$ cat src/rtl/game_ctrl_fsm.sv
// Two-player round controller for the factorization game: button edge
// conditioning, timed result screens and HP bookkeeping around one state register.
module game_ctrl_fsm #(
   parameter int SHOW_CYC = 50000000,
   parameter int HP_W     = 2,
   parameter int HP_INIT  = 3,
   parameter int SEL_W    = 3
) (
   input  logic             CLK,
   input  logic             RST,
   input  logic [SEL_W-1:0] SEL_IN,
   input  logic             DEC_IN,
   input  logic             CLR_IN,
   input  logic             QUE_IN,
   input  logic             OK_IN,
   input  logic             QUE,
   input  logic [1:0]       JUDG_IN,
   input  logic             WRONG_IN,
   output logic             READY,
   output logic [3:0]       STATE,
   output logic [SEL_W-1:0] SEL_OUT,
   output logic             DEC_OUT,
   output logic             CLR_OUT,
   output logic [HP_W-1:0]  HP_ME,
   output logic [HP_W-1:0]  HP_OPP
);

   localparam logic [3:0] ST_READY    = 4'b0010;
   localparam logic [3:0] ST_QUESTION = 4'b0011;
   localparam logic [3:0] ST_INPUT    = 4'b0100;
   localparam logic [3:0] ST_DRAW     = 4'b0110;
   localparam logic [3:0] ST_WRONG    = 4'b0111;
   localparam logic [3:0] ST_GOOD     = 4'b1000;
   localparam logic [3:0] ST_OUCH     = 4'b1001;
   localparam logic [3:0] ST_WIN      = 4'b1010;
   localparam logic [3:0] ST_LOSE     = 4'b1011;

   localparam int               TMR_W    = (SHOW_CYC > 1) ? $clog2(SHOW_CYC) : 1;
   localparam logic [TMR_W-1:0] TMR_LOAD = TMR_W'(SHOW_CYC - 1);
   localparam logic [HP_W-1:0]  HP_LOAD  = HP_W'(HP_INIT);

   logic [3:0]       r_state;
   logic [SEL_W-1:0] r_selNow, r_selPrev;
   logic             r_decNow, r_decPrev;
   logic             r_clrNow, r_clrPrev;
   logic             r_queNow, r_quePrev;
   logic [SEL_W-1:0] r_selOut;
   logic             r_decOut, r_clrOut;
   logic [HP_W-1:0]  r_hpMe, r_hpOpp;
   logic [TMR_W-1:0] r_timer;

   logic [SEL_W-1:0] w_selRise;
   logic             w_decRise, w_clrRise, w_queRise;
   logic             w_expired, w_meZero, w_oppZero;
   logic             w_enter, w_reload;
   logic [3:0]       w_next;

   function automatic logic isResult(input logic [3:0] s);
      return (s == ST_WRONG) || (s == ST_GOOD) || (s == ST_OUCH) ||
             (s == ST_DRAW)  || (s == ST_WIN)  || (s == ST_LOSE);
   endfunction

   assign w_selRise = r_selNow & ~r_selPrev;
   assign w_decRise = r_decNow & ~r_decPrev;
   assign w_clrRise = r_clrNow & ~r_clrPrev;
   assign w_queRise = r_queNow & ~r_quePrev;
   assign w_expired = (r_timer == '0);
   assign w_meZero  = (r_hpMe == '0);
   assign w_oppZero = (r_hpOpp == '0);
   assign w_enter   = (w_next != r_state);
   // A finished game, or a draw that knocked both players out, starts over at full HP.
   assign w_reload  = w_expired && ((r_state == ST_WIN) || (r_state == ST_LOSE) ||
                      ((r_state == ST_DRAW) && w_meZero && w_oppZero));

   always_ff @(posedge CLK) begin
      if (RST) begin
         r_selNow  <= '0;
         r_selPrev <= '0;
         r_decNow  <= 1'b0;
         r_decPrev <= 1'b0;
         r_clrNow  <= 1'b0;
         r_clrPrev <= 1'b0;
         r_queNow  <= 1'b0;
         r_quePrev <= 1'b0;
      end else begin
         r_selNow  <= SEL_IN;
         r_selPrev <= r_selNow;
         r_decNow  <= DEC_IN;
         r_decPrev <= r_decNow;
         r_clrNow  <= CLR_IN;
         r_clrPrev <= r_clrNow;
         r_queNow  <= QUE_IN;
         r_quePrev <= r_queNow;
      end
   end

   always_comb begin
      w_next = r_state;
      case (r_state)
         ST_READY: begin
            if (OK_IN && QUE) w_next = ST_QUESTION;
         end
         ST_QUESTION: begin
            if (!QUE)           w_next = ST_READY;
            else if (w_queRise) w_next = ST_INPUT;
         end
         ST_INPUT: begin
            // Judge results outrank our own WRONG flag raised in the same cycle.
            if (!QUE)                  w_next = ST_READY;
            else if (JUDG_IN == 2'b01) w_next = ST_GOOD;
            else if (JUDG_IN == 2'b10) w_next = ST_OUCH;
            else if (JUDG_IN == 2'b11) w_next = ST_DRAW;
            else if (WRONG_IN)         w_next = ST_WRONG;
            else if (w_queRise)        w_next = ST_QUESTION;
         end
         ST_WRONG: begin
            if (w_expired) w_next = ST_INPUT;
         end
         ST_GOOD: begin
            if (w_expired) w_next = w_oppZero ? ST_WIN : ST_READY;
         end
         ST_OUCH: begin
            if (w_expired) w_next = w_meZero ? ST_LOSE : ST_READY;
         end
         ST_DRAW: begin
            if (w_expired) begin
               if (w_oppZero && !w_meZero)      w_next = ST_WIN;
               else if (w_meZero && !w_oppZero) w_next = ST_LOSE;
               else                             w_next = ST_READY;
            end
         end
         ST_WIN, ST_LOSE: begin
            if (w_expired) w_next = ST_READY;
         end
         default: w_next = ST_READY;
      endcase
   end

   always_ff @(posedge CLK) begin
      if (RST) begin
         r_state <= ST_READY;
         r_timer <= '0;
         r_hpMe  <= HP_LOAD;
         r_hpOpp <= HP_LOAD;
      end else begin
         r_state <= w_next;
         if (w_enter && isResult(w_next)) r_timer <= TMR_LOAD;
         else if (!w_expired)             r_timer <= r_timer - 1'b1;
         if (w_reload) begin
            r_hpMe  <= HP_LOAD;
            r_hpOpp <= HP_LOAD;
         end else if (w_enter) begin
            case (w_next)
               ST_GOOD: if (!w_oppZero) r_hpOpp <= r_hpOpp - 1'b1;
               ST_OUCH: if (!w_meZero)  r_hpMe  <= r_hpMe - 1'b1;
               ST_DRAW: begin
                  if (!w_oppZero) r_hpOpp <= r_hpOpp - 1'b1;
                  if (!w_meZero)  r_hpMe  <= r_hpMe - 1'b1;
               end
               default: ;
            endcase
         end
      end
   end

   always_ff @(posedge CLK) begin
      if (RST) begin
         r_selOut <= '0;
         r_decOut <= 1'b0;
         r_clrOut <= 1'b0;
      end else begin
         if (w_enter && (w_next == ST_READY)) r_selOut <= '0;
         else if (r_state == ST_INPUT)        r_selOut <= r_selOut ^ w_selRise;
         r_decOut <= (r_state == ST_INPUT) && w_decRise;
         r_clrOut <= (r_state == ST_INPUT) && w_clrRise;
      end
   end

   assign READY   = (r_state == ST_READY);
   assign STATE   = r_state;
   assign SEL_OUT = r_selOut;
   assign DEC_OUT = r_decOut;
   assign CLR_OUT = r_clrOut;
   assign HP_ME   = r_hpMe;
   assign HP_OPP  = r_hpOpp;

endmodule

$ cat config.mk
export PLATFORM = sky130hd
export DESIGN_NAME = game_ctrl_fsm
export DESIGN_NICKNAME = d
export VERILOG_FILES = /design/src/rtl/game_ctrl_fsm.sv
export SDC_FILE = /design/constraint.sdc
export NUM_CORES = 1
export LEC_CHECK = 0
export CORE_MARGIN = 2
export CORE_UTILIZATION = 51
export DETAILED_ROUTE_END_ITERATION = 10
export HOLD_SLACK_MARGIN = 0.05
export PLACE_DENSITY = 0.83
export RECOVER_POWER = 100
export SLEW_MARGIN = 20
export SYNTH_ARGS = -nofsm -noshare
export SYNTH_HDL_FRONTEND = slang
export SYNTH_SLANG_ARGS = --single-unit
$ cat constraint.sdc
create_clock -name CLK -period 2.95 [get_ports CLK]
set_input_delay 0.885 -clock CLK [delete_from_list [all_inputs] [get_ports CLK]]
set_output_delay 0.885 -clock CLK [all_outputs]
set_load 0.03 [all_outputs]
# Word-level counts from Yosys, hierarchy flattened

Index checks and enable logic that the tools add are counted.

Register bits: 51
Latch bits: 0
Memory bits (writable): 0
Bits in read-only memories: 0
Input bits: 13
Output and inout port bits: 14
Logic and storage cells: 102
Memories kept: 0

Add/subtract/negate cells: 3
$mul: 0
Divide/modulo/power cells: 0
Magnitude comparators: 0
Equality and inequality tests: 21
Shifts and indexed selects: 0
Multiplexer cells: 21
Bitwise logic cells: 11
Reduce and logical (&&, ||, !) cells: 30

Operator list:

| kind                                                                 | count |
|---|---|
| 4-bit two-way mux                                                    | 18 |
| 26-bit two-way mux                                                   | 2 |
| 4-bit == test, second input constant                                 | 8 |
| 4-bit case mux with 8 select lines                                   | 1 |
| 26-bit logical NOT                                                   | 1 |
| 26-bit by 1-bit subtractor with 26-bit output, second input constant | 1 |
| 4-bit by 3-bit == test with 1-bit output, second input constant      | 5 |
| 4-bit by 2-bit == test with 1-bit output, second input constant      | 3 |
| 2-bit OR reduction                                                   | 6 |
| 1-bit logical AND                                                    | 10 |
| 1-bit logical OR                                                     | 7 |
| 3-bit AND reduction                                                  | 2 |
| 1-bit NOT                                                            | 5 |
| 2-bit == test, second input constant                                 | 2 |
| 2-bit logical NOT                                                    | 2 |
| 4-bit != test                                                        | 1 |
| 2-bit by 1-bit subtractor with 2-bit output, second input constant   | 2 |
| 1-bit bitwise AND                                                    | 3 |
| 3-bit bitwise AND                                                    | 1 |
| 3-bit NOT                                                            | 1 |
| 3-bit XOR                                                            | 1 |
| 2-bit by 1-bit == test with 1-bit output, second input constant      | 1 |
| 1-bit logical NOT                                                    | 2 |
| 2-bit by 1-bit != test with 1-bit output, second input constant      | 1 |

# Depth between registers and ports, before layout

Depth after elaboration: 17
Depth in mapped cells: 11
Depth with buffers taken out: 11

# Least setup slack after synthesis

No wires, ideal clock.

Kind: register to register
Start: reg r_state[2], in the netlist STATE[2]
End: reg r_hpMe[1], in the netlist HP_ME[1]
Library setup time: 0.134 ns
Arrival time: 2.798 ns
Required time: 2.816 ns
Slack: 0.018 ns
Stages on the path, launching flop included: 10
Buffers on the path: 1
Period minus slack after synthesis: 2.932 ns
Path through: dfxtp_1 > clkbuf_1 > or2_2 > nor3b_1 > a32o_1 > a211oi_2 > a22o_1 > a21oi_1 > and3_1 > o21ai_1

Elaborated cells on any way between the ends: 36
Classes of those cells: eq/ne: 12; mux: 15; reduce/logical: 9

RTL lines:

| what                                                                      | RTL line | RTL |
|---|---|---|
| start, declared                                                           | 42       | `logic [3:0] r_state;` |
| start signal, assigned                                                    | 146      | `r_state <= w_next;` |
| 4-bit by 2-bit == test with 1-bit output *                                | --       |  |
| via READY                                                                 | 19       | `output logic READY,` |
| 4-bit case mux with 8 select lines *                                      | 99       | `case (r_state)` |
| 4-bit == test or 4-bit by 3-bit == test with 1-bit output (tied branches) | 153      | `case (w_next)` |
| 2-bit OR reduction (no source line)                                       | --       |  |
| 3-bit AND reduction (no source line) *                                    | --       |  |
| end signal, assigned                                                      | 155      | `ST_OUCH: if (!w_meZero) r_hpMe <= r_hpMe - 1'b1;` |
| end signal, assigned                                                      | 158      | `if (!w_meZero) r_hpMe <= r_hpMe - 1'b1;` |
| end, declared                                                             | 49       | `logic [HP_W-1:0] r_hpMe, r_hpOpp;` |

The timed path passes the listed nets; every way through them passes the cells marked *.
A chain may end at the register's enable or synchronous reset.

# Worst setup path in the final report

Start: reg r_timer[7]
End: reg r_timer[25]

Word-level cells in the longest chain between the ends: 11
Elaborated cells on any way between the ends: 24
Classes of those cells: add/sub: 1; eq/ne: 8; mux: 8; reduce/logical: 7

RTL lines:

| what                                                                                            | RTL line | RTL |
|---|---|---|
| start, declared                                                                                 | 50       | `logic [TMR_W-1:0] r_timer;` |
| start signal, assigned                                                                          | 148      | `else if (!w_expired) r_timer <= r_timer - 1'b1;` |
| 26-bit logical NOT                                                                              | 67       | `assign w_expired = (r_timer == '0);` |
| 4-bit two-way mux (on tied branches)                                                            | --       |  |
| 4-bit case mux with 8 select lines                                                              | 99       |  |
| 4-bit by 3-bit == test with 1-bit output or 4-bit == test (tied branches)                       | 59       | `return (s == ST_WRONG) \|\| (s == ST_GOOD) \|\| (s == ST_OUCH) \|\|` |
| 1-bit logical OR (3 in series)                                                                  | 59       |  |
| 1-bit logical OR (2 in series)                                                                  | 60       | `(s == ST_DRAW) \|\| (s == ST_WIN) \|\| (s == ST_LOSE);` |
| 1-bit logical AND                                                                               | 147      | `if (w_enter && isResult(w_next)) r_timer <= TMR_LOAD;` |
| 2-bit by 1-bit != test with 1-bit output (no source line) or 26-bit two-way mux (tied branches) | --       |  |

Parallel ways exist; a longest one is shown, timed or not. The select of a mux whose other input is x is not followed.

==> qor.tcl <==
set qor(cts_tree) {yes}
set qor(final_cell_mix) {sky130_fd_sc_hd__dfxtp_1, sky130_fd_sc_hd__buf_4, sky130_fd_sc_hd__nor2_1}
set qor(fmax_ghz) 0.3484
set qor(seq_area_frac_synth_pct) 39.27
set qor(run_status) {completed}
set qor(cellPowerDensity_nw_per_um2) 854.8
set qor(cell_type_with_the_highest_aggregate_area_in_the_netlist) {sky130_fd_sc_hd__dfxtp_1}
set qor(grt_max_degree) 34
set qor(antenna_found_initial) 0
set qor(grt_first_pass_wirelength_um) 9715
set qor(insertion_delay_ps) 300
set qor(initial_core_util_pct) 53.97
set qor(crit_path_start_kind) {flip-flop}
set qor(worstPathRequired_ps) 3140
set qor(ys_ff_latch) 51
set qor(maxSlewHeadroom_pct) 65.72
set qor(die_x_um) 75.40
set qor(routabilityCongestion) 0.9193
set qor(synth_area_leaders) {sky130_fd_sc_hd__dfxtp_1, sky130_fd_sc_hd__xnor2_1, sky130_fd_sc_hd__a21oi_1, sky130_fd_sc_hd__nor2b_1, sky130_fd_sc_hd__xor2_1}
set qor(post-place-cells) 407
set qor(post-route-period-util_pct) 97.29
set qor(p_leak_nw) 1.367
set qor(setup_viol) 0
set qor(synth.top_cell.area_share_pct) 39.27
set qor(multi_input_comb_area_sq_um) 1533
set qor(yosysUniqueCellTypes) 60
set qor(clock-skew-final_ps) 6.821
set qor(row_count) 25
set qor(worst_slew_pin_slew_ps) 513.1
set qor(drt_pre_antenna_iters) 4
set qor(async_reset_ff_share_pct) 0
set qor(clk_pin_slew_ps) 90
set qor(core_region_sq_um) 4817
set qor(setup_repair_after_global_routing_missed_its_margin) {false}
set qor(crit_type) {flip-flop to flip-flop}
set qor(syn2layout_area_growth_pct) 26.95
set qor(final.setup.tns_ps) 0
set qor(drc) 0
set qor(clk_root_buffer_cell) {sky130_fd_sc_hd__clkbuf_8}
set qor(dp.final_hpwl_um) 4237
set qor(layout.cells.most_common) {sky130_fd_sc_hd__dfxtp_1}
set qor(vias) 2328
set qor(critPathCaptureType) {flip-flop}
set qor(h_tree_depth) 2
set qor(postRouteWirelength_um) 5849
set qor(period_needed_ps) 2870
set qor(grt_use_total_pct) 22.00
set qor(power.ir.vdd_worst_uv) 740.6
set qor(yosys_most_used_dff) {sky130_fd_sc_hd__dfxtp_1}
set qor(num-fill-cells) 405
set qor(die_y_um) 75.40
set qor(drt_iter0_drc) 173
set qor(n_antenna_cell) 0
set qor(synth_fp_nets) 313
set qor(grt_overflow_total) 0
set qor(flip_flop_and_latch_area_sq_um) 1021
set qor(timing.final.max_slew_violations) 0
set qor(hold_buffers) 0
set qor(fin_nets) 367
set qor(ant_nets) 0
set qor(synth_edf_count) 0
set qor(synth_warn) 0
set qor(postSynthAreaPerCell_sq_um) 8.814
set qor(maxCapViolations) 0
set qor(fp.dieArea_sq_um) 5685
set qor(finalNonFillerCells) 417
set qor(numCtsBuffers) 5
set qor(post_synth_instance_area_sq_um) 2600
set qor(report.final.hold_viol_count) 0
set qor(grt_pass1_vias) 2255
set qor(port_buffers) 26
set qor(place_area_sq_um) 3152
set qor(design.portCount) 27
set qor(drt-wirelength-per-cell_um) 14.03
set qor(synth_cells) 295
set qor(timing.hold.worst.class) {flip-flop to flip-flop}
set qor(max-clock-path-buffers) 2
set qor(path_max_fanout) 4
set qor(post_route_cells_drive_above_1_share_pct) 18.57
set qor(clock_sink_count) 51
set qor(post_drt_via_cell_ratio) 5.583
set qor(arrival_ps) 3060
set qor(post-route-cell-area_sq_um) 3301
-- state kept, by name, summed over array words and instances, names as in the netlist --
register	flops
CLR_OUT	1
DEC_OUT	1
HP_ME	2
HP_OPP	2
SEL_OUT	3
STATE	4
r_clrNow	1
r_clrPrev	1
r_decNow	1
r_decPrev	1
r_queNow	1
r_quePrev	1
r_selNow	3
r_selPrev	3
r_timer	26
-- power breakdown --
group | internal, mW | switching [mW]
sequential | 0.832 | 0.104
combinational | 0.708 | 0.778
clock | 0.167 | 0.231
-- critical path, cell delays in order, from the launching register on --
cell and delay [ps]:
sky130_fd_sc_hd__dfxtp_1 330, sky130_fd_sc_hd__or4_4 550, sky130_fd_sc_hd__nand2b_4 160, sky130_fd_sc_hd__or3_1 370, sky130_fd_sc_hd__or4b_4 500, sky130_fd_sc_hd__or4_4 460, sky130_fd_sc_hd__nor4_4 150, sky130_fd_sc_hd__xnor2_1 160
sky130_fd_sc_hd__a21oi_2 70
-- cell usage after synthesis, types with 2 or more instances --
cell	n
sky130_fd_sc_hd__nand3_1	7
sky130_fd_sc_hd__mux2_2	3
sky130_fd_sc_hd__a21oi_1	20
sky130_fd_sc_hd__xnor2_1	13
sky130_fd_sc_hd__or4_4	2
sky130_fd_sc_hd__a31oi_1	6
sky130_fd_sc_hd__o21bai_1	2
sky130_fd_sc_hd__and2_1	3
sky130_fd_sc_hd__clkbuf_1	11
sky130_fd_sc_hd__nand3b_1	5
sky130_fd_sc_hd__nor2b_1	14
sky130_fd_sc_hd__a211oi_1	2
sky130_fd_sc_hd__nor3b_1	6
sky130_fd_sc_hd__xor2_1	10
sky130_fd_sc_hd__and3_1	4
sky130_fd_sc_hd__o32ai_1	2
sky130_fd_sc_hd__o21ai_0	8
sky130_fd_sc_hd__buf_2	3
sky130_fd_sc_hd__nor3_1	9
sky130_fd_sc_hd__o31ai_1	4
sky130_fd_sc_hd__nor4_1	6
sky130_fd_sc_hd__or3_1	6
sky130_fd_sc_hd__ha_1	5
sky130_fd_sc_hd__nor2_1	21
sky130_fd_sc_hd__o21a_1	3
sky130_fd_sc_hd__and3b_1	7
sky130_fd_sc_hd__o221ai_1	2
sky130_fd_sc_hd__dfxtp_1	51
sky130_fd_sc_hd__or4_1	4
sky130_fd_sc_hd__nand2_1	15
sky130_fd_sc_hd__inv_1	11
sky130_fd_sc_hd__nand2b_1	2
-- cells by family after synthesis --
logic type | count (synthesis) | synth area share [%]
flip-flops | 51 | 39.27
AO/OA/AOI/OAI | 64 | 16.41
XOR/XNOR | 23 | 7.748
adder cells (fa/ha/maj) | 5 | 2.406
AND/OR/NAND/NOR | 122 | 28.59
buffers and inverters | 26 | 3.898
multiplexers | 4 | 1.684
-- layout make-up --
class / count / share of cell area [%]
flip-flops and latches: 51 / 30.93
clock inverters: 3 / 0.5686
multi-input cells: 218 / 46.44
repair buffers: 62 / 16.19
inverters: 11 / 1.251
clock buffers: 5 / 2.085
well taps: 67 / 2.540
-- path summary, 6_finish.rpt --
path                   start          end  slack (ps)  cells after the start
hold / removal     r_clrPrev      CLR_OUT         390                      1
setup / recovery  r_timer[7]  r_timer[25]          80                      8
setup reg to reg  r_timer[7]  r_timer[25]          80                      8
hold reg to reg    r_clrPrev      CLR_OUT         390                      1
-- metrics by stage --
stage	hold slack (ps)	power, mW	utilization (%)	worst slack (ps)
after floorplan	372.9	1.892	-	17.84
after global placement	378.5	2.293	65.43	-57.22
after detailed placement	382.0	2.349	65.43	-129.8
after CTS	396.7	2.752	67.32	33.66
after global routing	410.1	3.012	68.52	2.414
final	394.7	2.821	68.52	79.97
-- layer usage --
| metal | GRT usage [%] | vias up | part of all wire, % |
|---|---|---|---|
| met1 | 26.26 | 1102 | 44 |
| met2 | 40.00 | 47 | 51 |
| met5 | 0 | - | 0 |
| met4 | 6.628 | 0 | 1.2 |
| met3 | 4.101 | 9 | 3.5 |
| li1 | - | 1170 | - |
-- timing repair --
action | CTS | global route
gates resized for setup | 2 | 10
pin swaps | 0 | 1
buffers inserted | 0 | 2
setup endpoints to repair | 5 | 29
No activity file was read; power rests on OpenSTA's default activity.
